==> src/rtl/pic_inta_master_if.sv <==
// PIC bus plus core-side vector/EOI handshake for pic_inta_master.
interface pic_inta_master_if;
  logic       INT;
  logic [7:0] D_in;
  logic       INTA;
  logic       cs_n;
  logic       wr_n;
  logic       a0;
  logic [7:0] d_out;
  logic       d_oe;
  logic       int_en;
  logic       vec_valid;
  logic [7:0] vec_data;
  logic       vec_ready;
  logic       eoi_req;
  logic       eoi_ack;
  logic       busy;

  modport master (
    input  INT, D_in, int_en, vec_ready, eoi_req,
    output INTA, cs_n, wr_n, a0, d_out, d_oe, vec_valid, vec_data, eoi_ack, busy
  );

  modport slave (
    output INT, D_in, int_en, vec_ready, eoi_req,
    input  INTA, cs_n, wr_n, a0, d_out, d_oe, vec_valid, vec_data, eoi_ack, busy
  );
endinterface

==> src/rtl/pic_inta_master.sv <==
// CPU-side two-pulse INTA acknowledge initiator with vector handoff.
// Define PIC_INTA_EOI_WRITE_EN to add the non-specific EOI (OCW2) bus write.
module pic_inta_master #(
  parameter int unsigned PULSE_CYCLES = 2,
  parameter int unsigned GAP_CYCLES   = 2
) (
  input logic             clk,
  input logic             rst,
  pic_inta_master_if.master bus
);

  localparam int unsigned MAXC = (PULSE_CYCLES > GAP_CYCLES) ? PULSE_CYCLES : GAP_CYCLES;
  localparam int unsigned CW   = $clog2(MAXC + 1);
  localparam logic [CW-1:0] PULSE_LD = CW'(PULSE_CYCLES - 1);
  localparam logic [CW-1:0] GAP_LD   = CW'(GAP_CYCLES - 1);
  localparam logic [7:0]    OCW2_EOI = 8'h20;

  typedef enum logic [2:0] {
    IDLE,
    ACK1,
    GAP,
    ACK2,
    VEC
`ifdef PIC_INTA_EOI_WRITE_EN
    ,
    EOI_SETUP,
    EOI_STROBE,
    EOI_HOLD
`endif
  } state_t;

  state_t        state, state_n;
  logic [CW-1:0] cnt, cnt_n;
  logic          cnt_zero;

  assign cnt_zero = (cnt == '0);

  always_comb begin
    state_n = state;
    cnt_n   = cnt;
    case (state)
      IDLE: begin
`ifdef PIC_INTA_EOI_WRITE_EN
        // EOI first so the PIC's ISR bit is cleared before the next acknowledge.
        if (bus.eoi_req) begin
          state_n = EOI_SETUP;
          cnt_n   = '0;
        end else
`endif
        if (bus.INT && bus.int_en && !bus.vec_valid) begin
          state_n = ACK1;
          cnt_n   = PULSE_LD;
        end
      end
      ACK1: begin
        if (cnt_zero) begin
          state_n = GAP;
          cnt_n   = GAP_LD;
        end else begin
          cnt_n = cnt - CW'(1);
        end
      end
      GAP: begin
        if (cnt_zero) begin
          state_n = ACK2;
          cnt_n   = PULSE_LD;
        end else begin
          cnt_n = cnt - CW'(1);
        end
      end
      ACK2: begin
        if (cnt_zero) begin
          state_n = VEC;
          cnt_n   = '0;
        end else begin
          cnt_n = cnt - CW'(1);
        end
      end
      VEC: begin
        if (bus.vec_ready) state_n = IDLE;
      end
`ifdef PIC_INTA_EOI_WRITE_EN
      EOI_SETUP: begin
        state_n = EOI_STROBE;
        cnt_n   = PULSE_LD;
      end
      EOI_STROBE: begin
        if (cnt_zero) begin
          state_n = EOI_HOLD;
          cnt_n   = '0;
        end else begin
          cnt_n = cnt - CW'(1);
        end
      end
      EOI_HOLD: begin
        state_n = IDLE;
        cnt_n   = '0;
      end
`endif
      default: begin
        state_n = IDLE;
        cnt_n   = '0;
      end
    endcase
  end

`ifdef PIC_INTA_EOI_WRITE_EN
  logic eoi_bus_n;
  assign eoi_bus_n = (state_n == EOI_SETUP) || (state_n == EOI_STROBE) || (state_n == EOI_HOLD);
`else
  logic unused_eoi_req;
  assign unused_eoi_req = bus.eoi_req;
`endif

  // Outputs are registered from the next state so each one lines up with its state.
  always_ff @(posedge clk) begin
    if (rst) begin
      state         <= IDLE;
      cnt           <= '0;
      bus.INTA      <= 1'b0;
      bus.cs_n      <= 1'b1;
      bus.wr_n      <= 1'b1;
      bus.a0        <= 1'b0;
      bus.d_out     <= '0;
      bus.d_oe      <= 1'b0;
      bus.vec_valid <= 1'b0;
      bus.vec_data  <= '0;
      bus.eoi_ack   <= 1'b0;
      bus.busy      <= 1'b0;
    end else begin
      state         <= state_n;
      cnt           <= cnt_n;
      bus.INTA      <= (state_n == ACK1) || (state_n == ACK2);
      bus.vec_valid <= (state_n == VEC);
      bus.busy      <= (state_n != IDLE);
      bus.a0        <= 1'b0;
      if (state == ACK2 && cnt_zero) bus.vec_data <= bus.D_in;
`ifdef PIC_INTA_EOI_WRITE_EN
      bus.cs_n    <= !eoi_bus_n;
      bus.d_oe    <= eoi_bus_n;
      bus.d_out   <= eoi_bus_n ? OCW2_EOI : '0;
      bus.wr_n    <= (state_n != EOI_STROBE);
      bus.eoi_ack <= (state_n == EOI_HOLD);
`else
      bus.cs_n    <= 1'b1;
      bus.d_oe    <= 1'b0;
      bus.d_out   <= '0;
      bus.wr_n    <= 1'b1;
      bus.eoi_ack <= 1'b0;
`endif
    end
  end

endmodule

==> src/flat_wrapper.sv <==
// flat-port wrapper written by rule: the top's interface ports become plain ports
module pic_inta_master_flat 
#(
  parameter int unsigned PULSE_CYCLES = 2,
  parameter int unsigned GAP_CYCLES   = 2
)
  (clk, rst, bus_INT, bus_D_in, bus_int_en, bus_vec_ready, bus_eoi_req, bus_INTA, bus_cs_n, bus_wr_n, bus_a0, bus_d_out, bus_d_oe, bus_vec_valid, bus_vec_data, bus_eoi_ack, bus_busy);
  pic_inta_master_if bus_i ();
  input logic clk;
  input logic rst;
  input wire logic [$bits(bus_i.INT)-1:0] bus_INT;
  input wire logic [$bits(bus_i.D_in)-1:0] bus_D_in;
  input wire logic [$bits(bus_i.int_en)-1:0] bus_int_en;
  input wire logic [$bits(bus_i.vec_ready)-1:0] bus_vec_ready;
  input wire logic [$bits(bus_i.eoi_req)-1:0] bus_eoi_req;
  output wire logic [$bits(bus_i.INTA)-1:0] bus_INTA;
  output wire logic [$bits(bus_i.cs_n)-1:0] bus_cs_n;
  output wire logic [$bits(bus_i.wr_n)-1:0] bus_wr_n;
  output wire logic [$bits(bus_i.a0)-1:0] bus_a0;
  output wire logic [$bits(bus_i.d_out)-1:0] bus_d_out;
  output wire logic [$bits(bus_i.d_oe)-1:0] bus_d_oe;
  output wire logic [$bits(bus_i.vec_valid)-1:0] bus_vec_valid;
  output wire logic [$bits(bus_i.vec_data)-1:0] bus_vec_data;
  output wire logic [$bits(bus_i.eoi_ack)-1:0] bus_eoi_ack;
  output wire logic [$bits(bus_i.busy)-1:0] bus_busy;
  assign bus_i.INT = bus_INT;
  assign bus_i.D_in = bus_D_in;
  assign bus_i.int_en = bus_int_en;
  assign bus_i.vec_ready = bus_vec_ready;
  assign bus_i.eoi_req = bus_eoi_req;
  assign bus_INTA = bus_i.INTA;
  assign bus_cs_n = bus_i.cs_n;
  assign bus_wr_n = bus_i.wr_n;
  assign bus_a0 = bus_i.a0;
  assign bus_d_out = bus_i.d_out;
  assign bus_d_oe = bus_i.d_oe;
  assign bus_vec_valid = bus_i.vec_valid;
  assign bus_vec_data = bus_i.vec_data;
  assign bus_eoi_ack = bus_i.eoi_ack;
  assign bus_busy = bus_i.busy;
  pic_inta_master #(.PULSE_CYCLES(PULSE_CYCLES), .GAP_CYCLES(GAP_CYCLES)) u_core (.clk(clk), .rst(rst), .bus(bus_i));
endmodule
==> config.mk <==
export PLATFORM = sky130hd
export DESIGN_NAME = pic_inta_master_flat
export DESIGN_NICKNAME = d
export VERILOG_FILES = /design/src/rtl/pic_inta_master_if.sv /design/src/rtl/pic_inta_master.sv /design/src/flat_wrapper.sv
export SDC_FILE = /design/constraint.sdc
export NUM_CORES = 1
export LEC_CHECK = 0
export BUFFER_PORTS_ARGS = -buffer_cell sky130_fd_sc_hd__buf_2
export CAP_MARGIN = 20
export CORE_UTILIZATION = 43
export DETAILED_ROUTE_END_ITERATION = 6
export GPL_ROUTABILITY_DRIVEN = 1
export PLACE_DENSITY = 0.76
export SYNTH_ARGS = -nofsm -noshare
export SYNTH_HDL_FRONTEND = slang
export SYNTH_SLANG_ARGS = --single-unit
==> constraint.sdc <==
create_clock -name clk -period 1.85 [get_ports clk]
set_input_delay 0.37 -clock clk [delete_from_list [all_inputs] [get_ports clk]]
set_output_delay 0.37 -clock clk [all_outputs]
set_load 0.005 [all_outputs]
Word-level counts from Yosys, hierarchy flattened
Index checks and enable logic that the tools add are counted.
{ "word_totals": {"regBits": 16, "in_bits": 14, "output_inout_bits": 24, "elab_cells": 36} }
{ "op_classes": {"add_sub_neg": 1, "eq_ne": 8, "mux": 10, "bitwise_logic": 1, "reduce_logical": 10} }
{ "op_table": {"columns": ["operator", "n"], "rows": [
  ["$mux W3", 5],
  ["$pmux W3 S5", 1],
  ["$eq A3 B2 Y1 const B", 3],
  ["$pmux W2 S4", 1],
  ["$eq A3 B1 Y1 const B", 2],
  ["$eq A3 B3 Y1 const B", 2],
  ["$mux W2", 3],
  ["$logic_and A1 B1 Y1", 3],
  ["$logic_not A3 Y1", 1],
  ["$reduce_bool A3 Y1", 1],
  ["$logic_not A2 Y1", 1],
  ["$ne A2 B1 Y1 const B", 1],
  ["$reduce_and A2 Y1", 1],
  ["$reduce_or A2 Y1", 1],
  ["$sub A2 B1 Y2 const B", 1],
  ["$logic_not A1 Y1", 1],
  ["$logic_or A1 B1 Y1", 1],
  ["$not A1 Y1", 1]
]} }

Longest topological paths before layout
{ "logic_depth": {"word_depth": 6, "ltp_mapped": 5} }

Least setup slack after synthesis
Ideal clock, no wire load.
{ "synth_timing": {"path_type": "register to register", "startpoint": "reg u_core.state[0]", "endpoint": "reg u_core.bus.vec_data[0]", "t_arrival_ns": 1.168, "required_ns": 1.718, "slack_ns": 0.549, "path_stages_with_launch": 5, "path_buffers": 1, "cell_sequence": "dfxtp_1 -> or3b_2 -> buf_2 -> o21ai_0 -> a21oi_1"} }
{ "synth_between": {"elab_chain_len": 2} }
{ "synth_lines": {"columns": ["element", "line_no", "source"], "rows": [
  ["from (decl)", "pic_inta_master.sv:32", "state_t state, state_n;"],
  ["from (signal assigned)", "pic_inta_master.sv:131", "state <= state_n;"],
  ["$eq A3 B2 Y1", "pic_inta_master.sv:137", "if (state == ACK2 && cnt_zero) bus.vec_data <= bus.D_in;"],
  ["$logic_and A1 B1 Y1", "pic_inta_master.sv:137", null],
  ["to (signal assigned)", "pic_inta_master.sv:137", null],
  ["to (decl)", "pic_inta_master_if.sv:21", "output INTA, cs_n, wr_n, a0, d_out, d_oe, vec_valid, vec_data, eoi_ack, busy"]
]} }
Every way passes these cells.
A chain may end at the register's enable or synchronous reset.

Worst setup path in the final report
{ "layout_timing": {"startpoint": "reg u_core.state[0]", "endpoint": "reg u_core.bus.busy"} }
{ "layout_between": {"elab_chain_len": 3, "elab_cells_between_ends": 12} }
{ "layout_lines": {"columns": ["element", "line_no", "source"], "rows": [
  ["$eq A3 B3 Y1, or another cell as far along", "pic_inta_master.sv:41", "case (state)"],
  ["$pmux W3 S5 (*)", "pic_inta_master.sv:41", null],
  ["$reduce_bool A3 Y1 (*)", "pic_inta_master.sv:135", "bus.busy <= (state_n != IDLE);"],
  ["to (signal assigned)", "pic_inta_master.sv:135", null],
  ["to (decl)", "pic_inta_master_if.sv:21", null]
]} }
Every way passes the cells marked *; elsewhere a longest branch is shown, timed or not.

==> flow_metrics.env <==
export IMPL_status="complete, but fails checks"
export IMPL_violations="DRC"
export IMPL_synth_edff_count=0
export IMPL_pre_cts_ws_ns=0.415
export IMPL_slew_viol_final=0
export IMPL_rows=14
export IMPL_num_nets_final=124
export IMPL_final_core_util_pct=54.0
export IMPL_fin_ws_ns=0.406
export IMPL_postSynth_asyncResetShare_pct=0
export IMPL_antenna_cells=0
export IMPL_r2r_end="u_core.bus.busy"
export IMPL_insertion_delay_ns=0.27
export IMPL_cts_post_setup_buffers_inserted=0
export IMPL_drt_iter0_markers=19
export IMPL_wl_per_cell_um=11.0
export IMPL_rsz0062_at_grt="no"
export IMPL_drive_above_1_share_pct=28.7
export IMPL_grt_pass1_vias=544
export IMPL_path_max_fanout=10
export IMPL_crit_path_max_incr_delay_ns=0.45
export IMPL_hold_viol_final=0
export IMPL_hold_ws_ns=0.341
export IMPL_max_freq_ghz=0.693
export IMPL_synth_ff_type="dfxtp_1"
export IMPL_cp_start_kind="flip-flop"
export IMPL_grt_use_total_pct=16.0
export IMPL_design_area_um2=851
export IMPL_antenna_found_initial=0
export IMPL_die_y_um=44.1
export IMPL_cts_tree="yes"
export IMPL_drcViolationCount=1
export IMPL_grt_overflow=0
export IMPL_dpl_cell_area_um2=828
export IMPL_synth_seq_cells=16
export IMPL_syn_to_final_growth_pct=11.5
export IMPL_synth_top_cell_by_area="dfxtp_1"
export IMPL_min_path_type="in2reg"
export IMPL_cp_startpoint="u_core.state[0]"
export IMPL_finalPower_uw=677
export IMPL_powerDensity_mw_per_mm2=796
export IMPL_synth_yosys_seq_area_share_pct=42.0
export IMPL_fillCellCount=146
export IMPL_cts_htree_levels=1
export IMPL_crit_end="u_core.bus.busy"
export IMPL_ir_worst_vdd_v=0.000483
export IMPL_synth_area_per_cell_um2=8.67
export IMPL_io_pins=38
export IMPL_dieArea_mm2=0.00195
export IMPL_root_buffer="clkbuf_4"
export IMPL_first_pass_iters=7
export IMPL_crit_slowest_cell="nor3b_4"
export IMPL_ys_warn_count=0
export IMPL_cts_hold_buf=0
export IMPL_fin_crit_sh_pct=78.1
export IMPL_timing_rr_start="u_core.state[0]"
export IMPL_setup_tns_ns=0
export IMPL_io_buffer_count=23
export IMPL_p_leak_nw=0.385
export IMPL_cts_sinks=16
export IMPL_grt_pass1_wl_um=2270
export IMPL_yosys_cell_count_top_type="dfxtp_1"
export IMPL_vias=653
export IMPL_drv_cap=0
export IMPL_dp_hpwl_um=992
export IMPL_syn_cell_area_um2=763
export IMPL_gp_congestion=0.738
export IMPL_crit_type="reg2reg"
export IMPL_clk_transition_reported_paths_ns=0.09
export IMPL_grt_max_degree=18
export IMPL_setup_viol=0
export IMPL_required_ns=1.99
export IMPL_start_util_pct=48.4
export IMPL_ff2ff_path_depth=3
export IMPL_routed_wl_um=1360
export IMPL_cts_buffers=3
export IMPL_instances_no_fill=124
export IMPL_yosys_top_cells_count="16 x dfxtp_1, 13 x buf_4, 10 x a21oi_1, 9 x o21ai_0, 8 x nand3_1"
export IMPL_cp_end_kind="flip-flop"
export IMPL_finalClockSkew_ns=0.00310
export IMPL_dp_cells=121
export IMPL_viasPerCell=5.27
export IMPL_netlist_instances=88
export IMPL_fin_crit_ns=1.44
export IMPL_netlist_top_cells_area="dfxtp_1 42%, buf_4 13%, a21oi_1 6.6%"
export IMPL_cts_resized=0
export IMPL_reg2reg_slack_ns=0.41
export IMPL_final_antenna_net_count=0
export IMPL_crit_arrival_ns=1.59
export IMPL_ctsLongestPathBuffers=2
export IMPL_coreArea_mm2=0.00158
export IMPL_path_cells="nor3b_4 > mux2i_1 > a41oi_2"
export IMPL_yosysTopAreaCellShare_pct=42.0
export IMPL_die_w_um=44.1
export IMPL_post_synth_num_cell_types=29
==> registers in the layout (all words and copies together) (netlist names) <==
signal	flops
u_core.state	3
u_core.bus.INTA	1
u_core.cnt	2
u_core.bus.vec_data	8
u_core.bus.busy	1
u_core.bus.vec_valid	1
==> layout by cell type, fill, tap and decap left out, drive strengths merged, types with 2 or more instances in the layout <==
cell | synthesis | layout
a21oi | 10 | 10
nor2 | 4 | 4
nand3 | 8 | 8
clkbuf | 2 | 3
o21ai | 9 | 9
conb | 2 | 13
dfxtp | 16 | 16
nor3b | 2 | 2
buf | 16 | 24
inv | 3 | 3
==> metal layers <==
metal | vias up | share of wire [%] | routed length, um | global-route usage, %
li1 | 324 | - | - | -
met1 | 292 | 44 | 599 | 20.3
met2 | 35 | 47 | 644 | 24.1
met3 | 2 | 6.7 | 92 | 3.67
met4 | 0 | 2.0 | 27 | 10.9
met5 | - | 0 | 0 | 0
==> where the power goes <==
part	total (mW)	internal, mW	leakage [nW]	switching, mW
clock network	0.171	0.0752	0.0138	0.0960
registers	0.383	0.364	0.130	0.0198
logic	0.123	0.0526	0.241	0.0701
total	0.677	0.491	0.385	0.186
==> worst min path at each step <==
stage                           startpoint                endpoint  cells after the start
floorplan           u_core.bus.vec_data[0]  u_core.bus.vec_data[0]                      2
global placement    u_core.bus.vec_data[0]  u_core.bus.vec_data[0]                      2
detailed placement  u_core.bus.vec_data[3]  u_core.bus.vec_data[3]                      2
CTS                            bus_D_in[1]  u_core.bus.vec_data[1]                      3
global route                   bus_D_in[1]  u_core.bus.vec_data[1]                      3
finish                         bus_D_in[3]  u_core.bus.vec_data[3]                      3
==> logic make-up after synthesis <==
kind of cell	synth area share [%]
AOI/OAI and AO/OA	18.4
buffers and inverters	17.0
DFF	42.0
muxes	1.31
other	0.984
and+or+nand+nor	20.3
==> worst max-delay path: cells and delay by family, from the launching register on <==
family          cells  cell delay, ns
simple gates        1            0.45
compound gates      1            0.13
mux                 1            0.33
flops               1            0.40
==> cell type report <==
type	count	area, um2	share of cell area, %
clock buffer	3	22.5	2.65
inverter	3	11.3	1.32
multi-input combinational	62	354	41.6
sequential	16	320	37.6
tap	16	20.0	2.35
timing repair buffer	24	123	14.4
No activity file was read; power rests on OpenSTA's default activity.
